### src/rtl/clock_set_if.sv
// Button, carry and counter-control signals exchanged between the clock_set_ctrl
// sequencer and the surrounding counter chain and button front end.
interface clock_set_if;
    logic       EN1HZ;
    logic       EN_RPT;
    logic       MODE_BTN;
    logic       UP_BTN;
    logic       SEC_CA;
    logic       MIN_CA;
    logic       SEC_EN;
    logic       SEC_CLR;
    logic       MIN_EN;
    logic       HOUR_EN;
    logic [1:0] MODE;
    logic       BLK_H;
    logic       BLK_M;
    logic       BLK_S;

    modport master (
        output EN1HZ, EN_RPT, MODE_BTN, UP_BTN, SEC_CA, MIN_CA,
        input  SEC_EN, SEC_CLR, MIN_EN, HOUR_EN, MODE, BLK_H, BLK_M, BLK_S
    );

    modport slave (
        input  EN1HZ, EN_RPT, MODE_BTN, UP_BTN, SEC_CA, MIN_CA,
        output SEC_EN, SEC_CLR, MIN_EN, HOUR_EN, MODE, BLK_H, BLK_M, BLK_S
    );
endinterface

### src/rtl/clock_set_ctrl.sv
// Mode controller and time-setting sequencer for a 24-hour clock: routes the 1 Hz
// enable and carries in normal mode, steps one field per UP press/repeat in set modes.
module clock_set_ctrl #(
    parameter int unsigned TIMEOUT   = 30,
    parameter int unsigned RPT_START = 4
) (
    input  logic        CLK,
    input  logic        RST,
    clock_set_if.slave  bus
);

    typedef enum logic [1:0] {
        NORM     = 2'd0,
        SET_HOUR = 2'd1,
        SET_MIN  = 2'd2,
        SET_SEC  = 2'd3
    } mode_t;

    localparam logic [7:0] TO_LAST = 8'(TIMEOUT - 1);
    localparam logic [3:0] RPT_MAX = 4'(RPT_START);

    mode_t      state;
    logic       mode_q;
    logic       up_q;
    logic       inc;
    logic       phase;
    logic [7:0] to_cnt;
    logic [3:0] rpt_cnt;

    logic       mode_rise;
    logic       up_rise;
    logic       in_set;
    logic       timeout_hit;
    logic       chg;
    logic       rpt_fire;

    assign mode_rise = bus.MODE_BTN & ~mode_q;
    assign up_rise   = bus.UP_BTN & ~up_q;
    assign in_set    = (state != NORM);
    // An UP edge in the same cycle as the last idle tick restarts the idle window.
    assign timeout_hit = in_set & ~up_rise & bus.EN1HZ & (to_cnt == TO_LAST);
    assign chg         = mode_rise | timeout_hit;
    assign rpt_fire    = bus.UP_BTN & bus.EN_RPT & (rpt_cnt == RPT_MAX);

    always_ff @(posedge CLK or posedge RST) begin
        if (RST) begin
            state   <= NORM;
            mode_q  <= 1'b0;
            up_q    <= 1'b0;
            inc     <= 1'b0;
            phase   <= 1'b0;
            to_cnt  <= '0;
            rpt_cnt <= '0;
        end else begin
            mode_q <= bus.MODE_BTN;
            up_q   <= bus.UP_BTN;

            if (mode_rise) begin
                case (state)
                    NORM:     state <= SET_HOUR;
                    SET_HOUR: state <= SET_MIN;
                    SET_MIN:  state <= SET_SEC;
                    default:  state <= NORM;
                endcase
            end else if (timeout_hit) begin
                state <= NORM;
            end

            // A mode edge wins over a coincident UP edge; the UP edge is dropped.
            inc <= in_set & ~mode_rise & (up_rise | rpt_fire);

            if (!in_set || mode_rise || up_rise || chg)
                to_cnt <= '0;
            else if (bus.EN1HZ)
                to_cnt <= to_cnt + 8'd1;

            if (!in_set || !bus.UP_BTN || chg)
                rpt_cnt <= '0;
            else if (bus.EN_RPT && (rpt_cnt != RPT_MAX))
                rpt_cnt <= rpt_cnt + 4'd1;

            if (!in_set || chg)
                phase <= 1'b0;
            else if (bus.EN1HZ)
                phase <= ~phase;
        end
    end

    // Routing depends only on registered state, so SEC_CA -> SEC_EN cannot loop.
    always_comb begin
        bus.SEC_EN  = 1'b0;
        bus.SEC_CLR = 1'b0;
        bus.MIN_EN  = 1'b0;
        bus.HOUR_EN = 1'b0;
        if (!RST) begin
            case (state)
                NORM: begin
                    bus.SEC_EN  = bus.EN1HZ;
                    bus.MIN_EN  = bus.SEC_CA;
                    bus.HOUR_EN = bus.MIN_CA;
                end
                SET_HOUR: bus.HOUR_EN = inc;
                SET_MIN:  bus.MIN_EN  = inc;
                default:  bus.SEC_CLR = inc;
            endcase
        end
    end

    assign bus.MODE  = state;
    assign bus.BLK_H = phase & (state == SET_HOUR);
    assign bus.BLK_M = phase & (state == SET_MIN);
    assign bus.BLK_S = phase & (state == SET_SEC);

endmodule

### src/flat_wrapper.sv
// flat-port wrapper written by rule: the top's interface ports become plain ports
module clock_set_ctrl_flat 
#(
    parameter int unsigned TIMEOUT   = 30,
    parameter int unsigned RPT_START = 4
)
  (CLK, RST, bus_EN1HZ, bus_EN_RPT, bus_MODE_BTN, bus_UP_BTN, bus_SEC_CA, bus_MIN_CA, bus_SEC_EN, bus_SEC_CLR, bus_MIN_EN, bus_HOUR_EN, bus_MODE, bus_BLK_H, bus_BLK_M, bus_BLK_S);
  clock_set_if bus_i ();
  input  logic CLK;
  input  logic RST;
  input wire logic [$bits(bus_i.EN1HZ)-1:0] bus_EN1HZ;
  input wire logic [$bits(bus_i.EN_RPT)-1:0] bus_EN_RPT;
  input wire logic [$bits(bus_i.MODE_BTN)-1:0] bus_MODE_BTN;
  input wire logic [$bits(bus_i.UP_BTN)-1:0] bus_UP_BTN;
  input wire logic [$bits(bus_i.SEC_CA)-1:0] bus_SEC_CA;
  input wire logic [$bits(bus_i.MIN_CA)-1:0] bus_MIN_CA;
  output wire logic [$bits(bus_i.SEC_EN)-1:0] bus_SEC_EN;
  output wire logic [$bits(bus_i.SEC_CLR)-1:0] bus_SEC_CLR;
  output wire logic [$bits(bus_i.MIN_EN)-1:0] bus_MIN_EN;
  output wire logic [$bits(bus_i.HOUR_EN)-1:0] bus_HOUR_EN;
  output wire logic [$bits(bus_i.MODE)-1:0] bus_MODE;
  output wire logic [$bits(bus_i.BLK_H)-1:0] bus_BLK_H;
  output wire logic [$bits(bus_i.BLK_M)-1:0] bus_BLK_M;
  output wire logic [$bits(bus_i.BLK_S)-1:0] bus_BLK_S;
  assign bus_i.EN1HZ = bus_EN1HZ;
  assign bus_i.EN_RPT = bus_EN_RPT;
  assign bus_i.MODE_BTN = bus_MODE_BTN;
  assign bus_i.UP_BTN = bus_UP_BTN;
  assign bus_i.SEC_CA = bus_SEC_CA;
  assign bus_i.MIN_CA = bus_MIN_CA;
  assign bus_SEC_EN = bus_i.SEC_EN;
  assign bus_SEC_CLR = bus_i.SEC_CLR;
  assign bus_MIN_EN = bus_i.MIN_EN;
  assign bus_HOUR_EN = bus_i.HOUR_EN;
  assign bus_MODE = bus_i.MODE;
  assign bus_BLK_H = bus_i.BLK_H;
  assign bus_BLK_M = bus_i.BLK_M;
  assign bus_BLK_S = bus_i.BLK_S;
  clock_set_ctrl #(.TIMEOUT(TIMEOUT), .RPT_START(RPT_START)) u_core (.CLK(CLK), .RST(RST), .bus(bus_i));
endmodule
### config.mk
export PLATFORM = sky130hd
export DESIGN_NAME = clock_set_ctrl_flat
export DESIGN_NICKNAME = d
export VERILOG_FILES = /design/src/rtl/clock_set_if.sv /design/src/rtl/clock_set_ctrl.sv /design/src/flat_wrapper.sv
export SDC_FILE = /design/constraint.sdc
export NUM_CORES = 1
export LEC_CHECK = 0
export CAP_MARGIN = 10
export CORE_ASPECT_RATIO = 1.1
export CORE_MARGIN = 3
export CORE_UTILIZATION = 25
export DETAILED_ROUTE_END_ITERATION = 12
export SLEW_MARGIN = 5
export SYNTH_ARGS = -nofsm -noshare
export SYNTH_HDL_FRONTEND = slang
export SYNTH_SLANG_ARGS = --single-unit
### constraint.sdc
create_clock -name CLK -period 2.1 [get_ports CLK]
set_input_delay 0.21 -clock CLK [delete_from_list [all_inputs] [get_ports CLK]]
set_output_delay 0.21 -clock CLK [all_outputs]
set_load 0.02 [all_outputs]
==> results.txt, run 1 <==
Status - complete, no violations
Clock power frac - 0.240
Synthesized flop and latch total - 18
Pwr/cell area - 863.5 nW/um^2
Nets - 149
Slowest cell on the critical path - clkdlybuf4s50_1
Switching power total - 0.0004207 W
Die width - 68.37 microns
Post-synthesis cell count - 110
CP max FO - 6
Clock Sink Count - 18
Synth area leaders - dfrtp_1 42%, ha_1 11%, nor2_1 4.2%
Routed len/inst - 11.96 microns
Slew Limit Fails - 0
Delay-heaviest family, CP - buffers and inverters
Hpwl dp - 1.695 mm
First-pass GRT wire length - 3.677 mm
Worst Tran Pin Value - 0.3848 ns
Instance count on the critical path - 4
CP Data Required Time - 1.89 ns
Final wirelength - 2.188 mm
EDFF count, synth - 0
Fmax - 521.1 MHz
Core ar. - 4054 sq um
Final worst path period share - 0.9137
Crit path time final - 1.919 ns
Largest net degree at the start of global routing - 19
Post-CTS Hold Fix Bufs - 0
Most frequent cell after synthesis - dfrtp_1
Max clock buf depth - 2
Num CTS Buffers - 3
Area post-placement - 1299 sq um
Die height - 74.61 microns
Critical path type - reg -> out
Routability Congestion - 0.9018
Crit path DAT - 1.71 ns
Multi-input logic area - 574.3 sq um
Critical path launch point type - flop
Async set-reset flop share out of synthesis - 1.000
Area leader, netlist - dfrtp_1
Critical Path End - bus_BLK_M
IO buf count - 16
Synth warn - 0
R2r setup slk - 0.40 ns
Setup TNS - 0 ns
Initial antenna violation count - 0
DRC - 0
Buffers & Inverters on Critical Path - 2
Vias/cell - 4.672
Synth unique cells - 37
Setup crit start - u_core.bus.MODE[0]$_DFFE_PP0P_
H-tree Lvls - 1
Total Routing Usage GR - 0.09776
R2r endpoint - u_core.to_cnt[1]$_DFFE_PP0P_
Leakage power total - 0.6431 nW
Syn Area/Cell - 9.725 sq um
Layout area overhead - 27.25%
Design area - 1361 sq um
Pint - 0.0007548 W
Register area share after synthesis - 0.4211
I/O pin count - 17
Top-area cell type share of the netlist area - 0.4211
Slowest stage delay, CP - 0.59 ns
Max-cap violations - 0
Total grt overflow - 0
Clock-pin slew on the worst setup and hold paths - 0.07 ns
Fillers - 433
Share of power burned in combinational logic - 0.370
Worst reg2reg path depth - 6
Most frequent cells after synthesis - 18 x dfrtp_1, 12 x nor2_1, 9 x ha_1, 9 x inv_1
Peak VDD IR - 209.3 uV
Initial core utilization - 0.2639
Endpoints failing hold - 0
Switching Share - 0.3579
Drt initial violations - 32
FP Rows - 24
Post-synth net total - 127
Seq pwr share - 0.390
Critical path endpoint category - primary output
Layout cells sized above 1 - 0.1069
Unrepaired setup endpoints after global routing - false
Register area - 450.4 sq um
Pre-antenna DRT Iters - 4
Hold WC Path Type - in -> async
Total number of vias - 855
Max-slew headroom - 0.7415
Final setup violation count - 0
Reg-to-reg startpoint - u_core.bus.MODE[0]$_DFFE_PP0P_
Top FF cell, synth - dfrtp_1
Clock skew - 0.002981 ns
Worst-skew pair later-pin latency - 0.25 ns
Diode count - 0
Routed Antenna Nets - 0
Worst path cell trace - inv_1 -> ha_1 -> and2_1 -> clkdlybuf4s50_1
Root Buffer - clkbuf_8
Min Hold Slack - 0.3979 ns
Vias in the first global route - 836
Post-synthesis cell area - 1070 sq um
Die area - 5101 sq um
CTS tree - built
-- kinds of logic after synthesis --
| logic type | share of synthesized area |
|---|---|
| muxes | 0.009357 |
| and+or+nand+nor | 0.2643 |
| adders and majority gates | 0.1053 |
| DFF | 0.4211 |
| buffers and inverters | 0.04210 |
| xor gates and xnor gates | 0.04094 |
| AOI/OAI and AO/OA | 0.1170 |
-- flip-flops by register name, summed over array words and instances (netlist names) --
signal,cells
u_core.bus.MODE,2
u_core.inc,1
u_core.mode_q,1
u_core.phase,1
u_core.rpt_cnt,4
u_core.to_cnt,8
u_core.up_q,1
-- timing repair --
item                                    CTS  global route
resized for setup                         0             3
endpoints found under the hold margin     0             0
buffers inserted                          0             0
endpoints found under the setup margin    0             3
-- final cells by class --
type	instances	area share
clock buffer	4	0.04044
sequential	18	0.3309
inverter	9	0.02482
timing repair buffer	18	0.1342
multi-input combinational	82	0.4219
tap	52	0.04779
-- how the worst min path moves through the flow --
| stage | end | slack, ns | cells after the start |
|---|---|---|---|
| after floorplan | u_core.bus.MODE[0]$_DFFE_PP0P_ | 0.16 | 1 |
| after global placement | u_core.inc$_DFF_PP0_ | 0.45 | 1 |
| after detailed placement | u_core.inc$_DFF_PP0_ | 0.45 | 1 |
| after CTS | u_core.to_cnt[0]$_DFFE_PP0P_ | 0.41 | 3 |
| after global routing | u_core.to_cnt[1]$_DFFE_PP0P_ | 0.45 | 3 |
| final | u_core.to_cnt[0]$_DFFE_PP0P_ | 0.40 | 3 |
-- layer usage --
layer,track usage,part of all wire
met5,0,0
met4,0.06623,0.030
met3,0.01511,0.057
met2,0.1638,0.50
met1,0.1134,0.41
-- worst register-to-register path, stage by stage, from the launching register on --
cell and delay [ns]:
dfrtp_1 0.43, inv_1 0.09, ha_1 0.26, inv_1 0.12, nand3_1 0.23, a21o_1 0.27
a211oi_1 0.20
-- through the flow --
step,power [W],std cells,util,worst slack (ns)
final,0.001176,183,0.3358,0.1812
after global routing,0.001270,183,0.3358,0.08160
after CTS,0.001199,183,0.3340,0.001613
after detailed placement,0.0009104,179,0.3204,0.2844
after global placement,0.0008884,179,0.3204,0.3576
after floorplan,0.0007330,110,-,0.5097
-- power groups by stage --
stage | Clock (W) | Sequential (W) | Combinational (W)
final | 0.000283 | 0.000458 | 0.000435
after floorplan | 0 | 0.000475 | 0.000258
after global routing | 0.000304 | 0.000468 | 0.000497
after detailed placement | 0 | 0.000466 | 0.000444
after global placement | 0 | 0.000458 | 0.000430
after CTS | 0.000293 | 0.000459 | 0.000448
-- placed cells by master (no fill, tap or decap), types with 4 or more instances in the layout --
master            n
nor2_1           12
inv_1             9
dfrtp_1          18
clkbuf_8          4
clkdlybuf4s50_1  13
ha_1              9
a21oi_1           5
nand2_1           7
nand3_1           7
(Power assumes the default switching activity.)
==> run 2, diff against run 1 <==
--- a/config.mk
+++ b/config.mk
@@ -14,3 +14,4 @@
 export SYNTH_ARGS = -nofsm -noshare
 export SYNTH_HDL_FRONTEND = slang
 export SYNTH_SLANG_ARGS = --single-unit
+export TNS_END_PERCENT = 30
==> results of run 2 <==
Same layout as run 1: the final DEF is identical, and so are final timing and power.
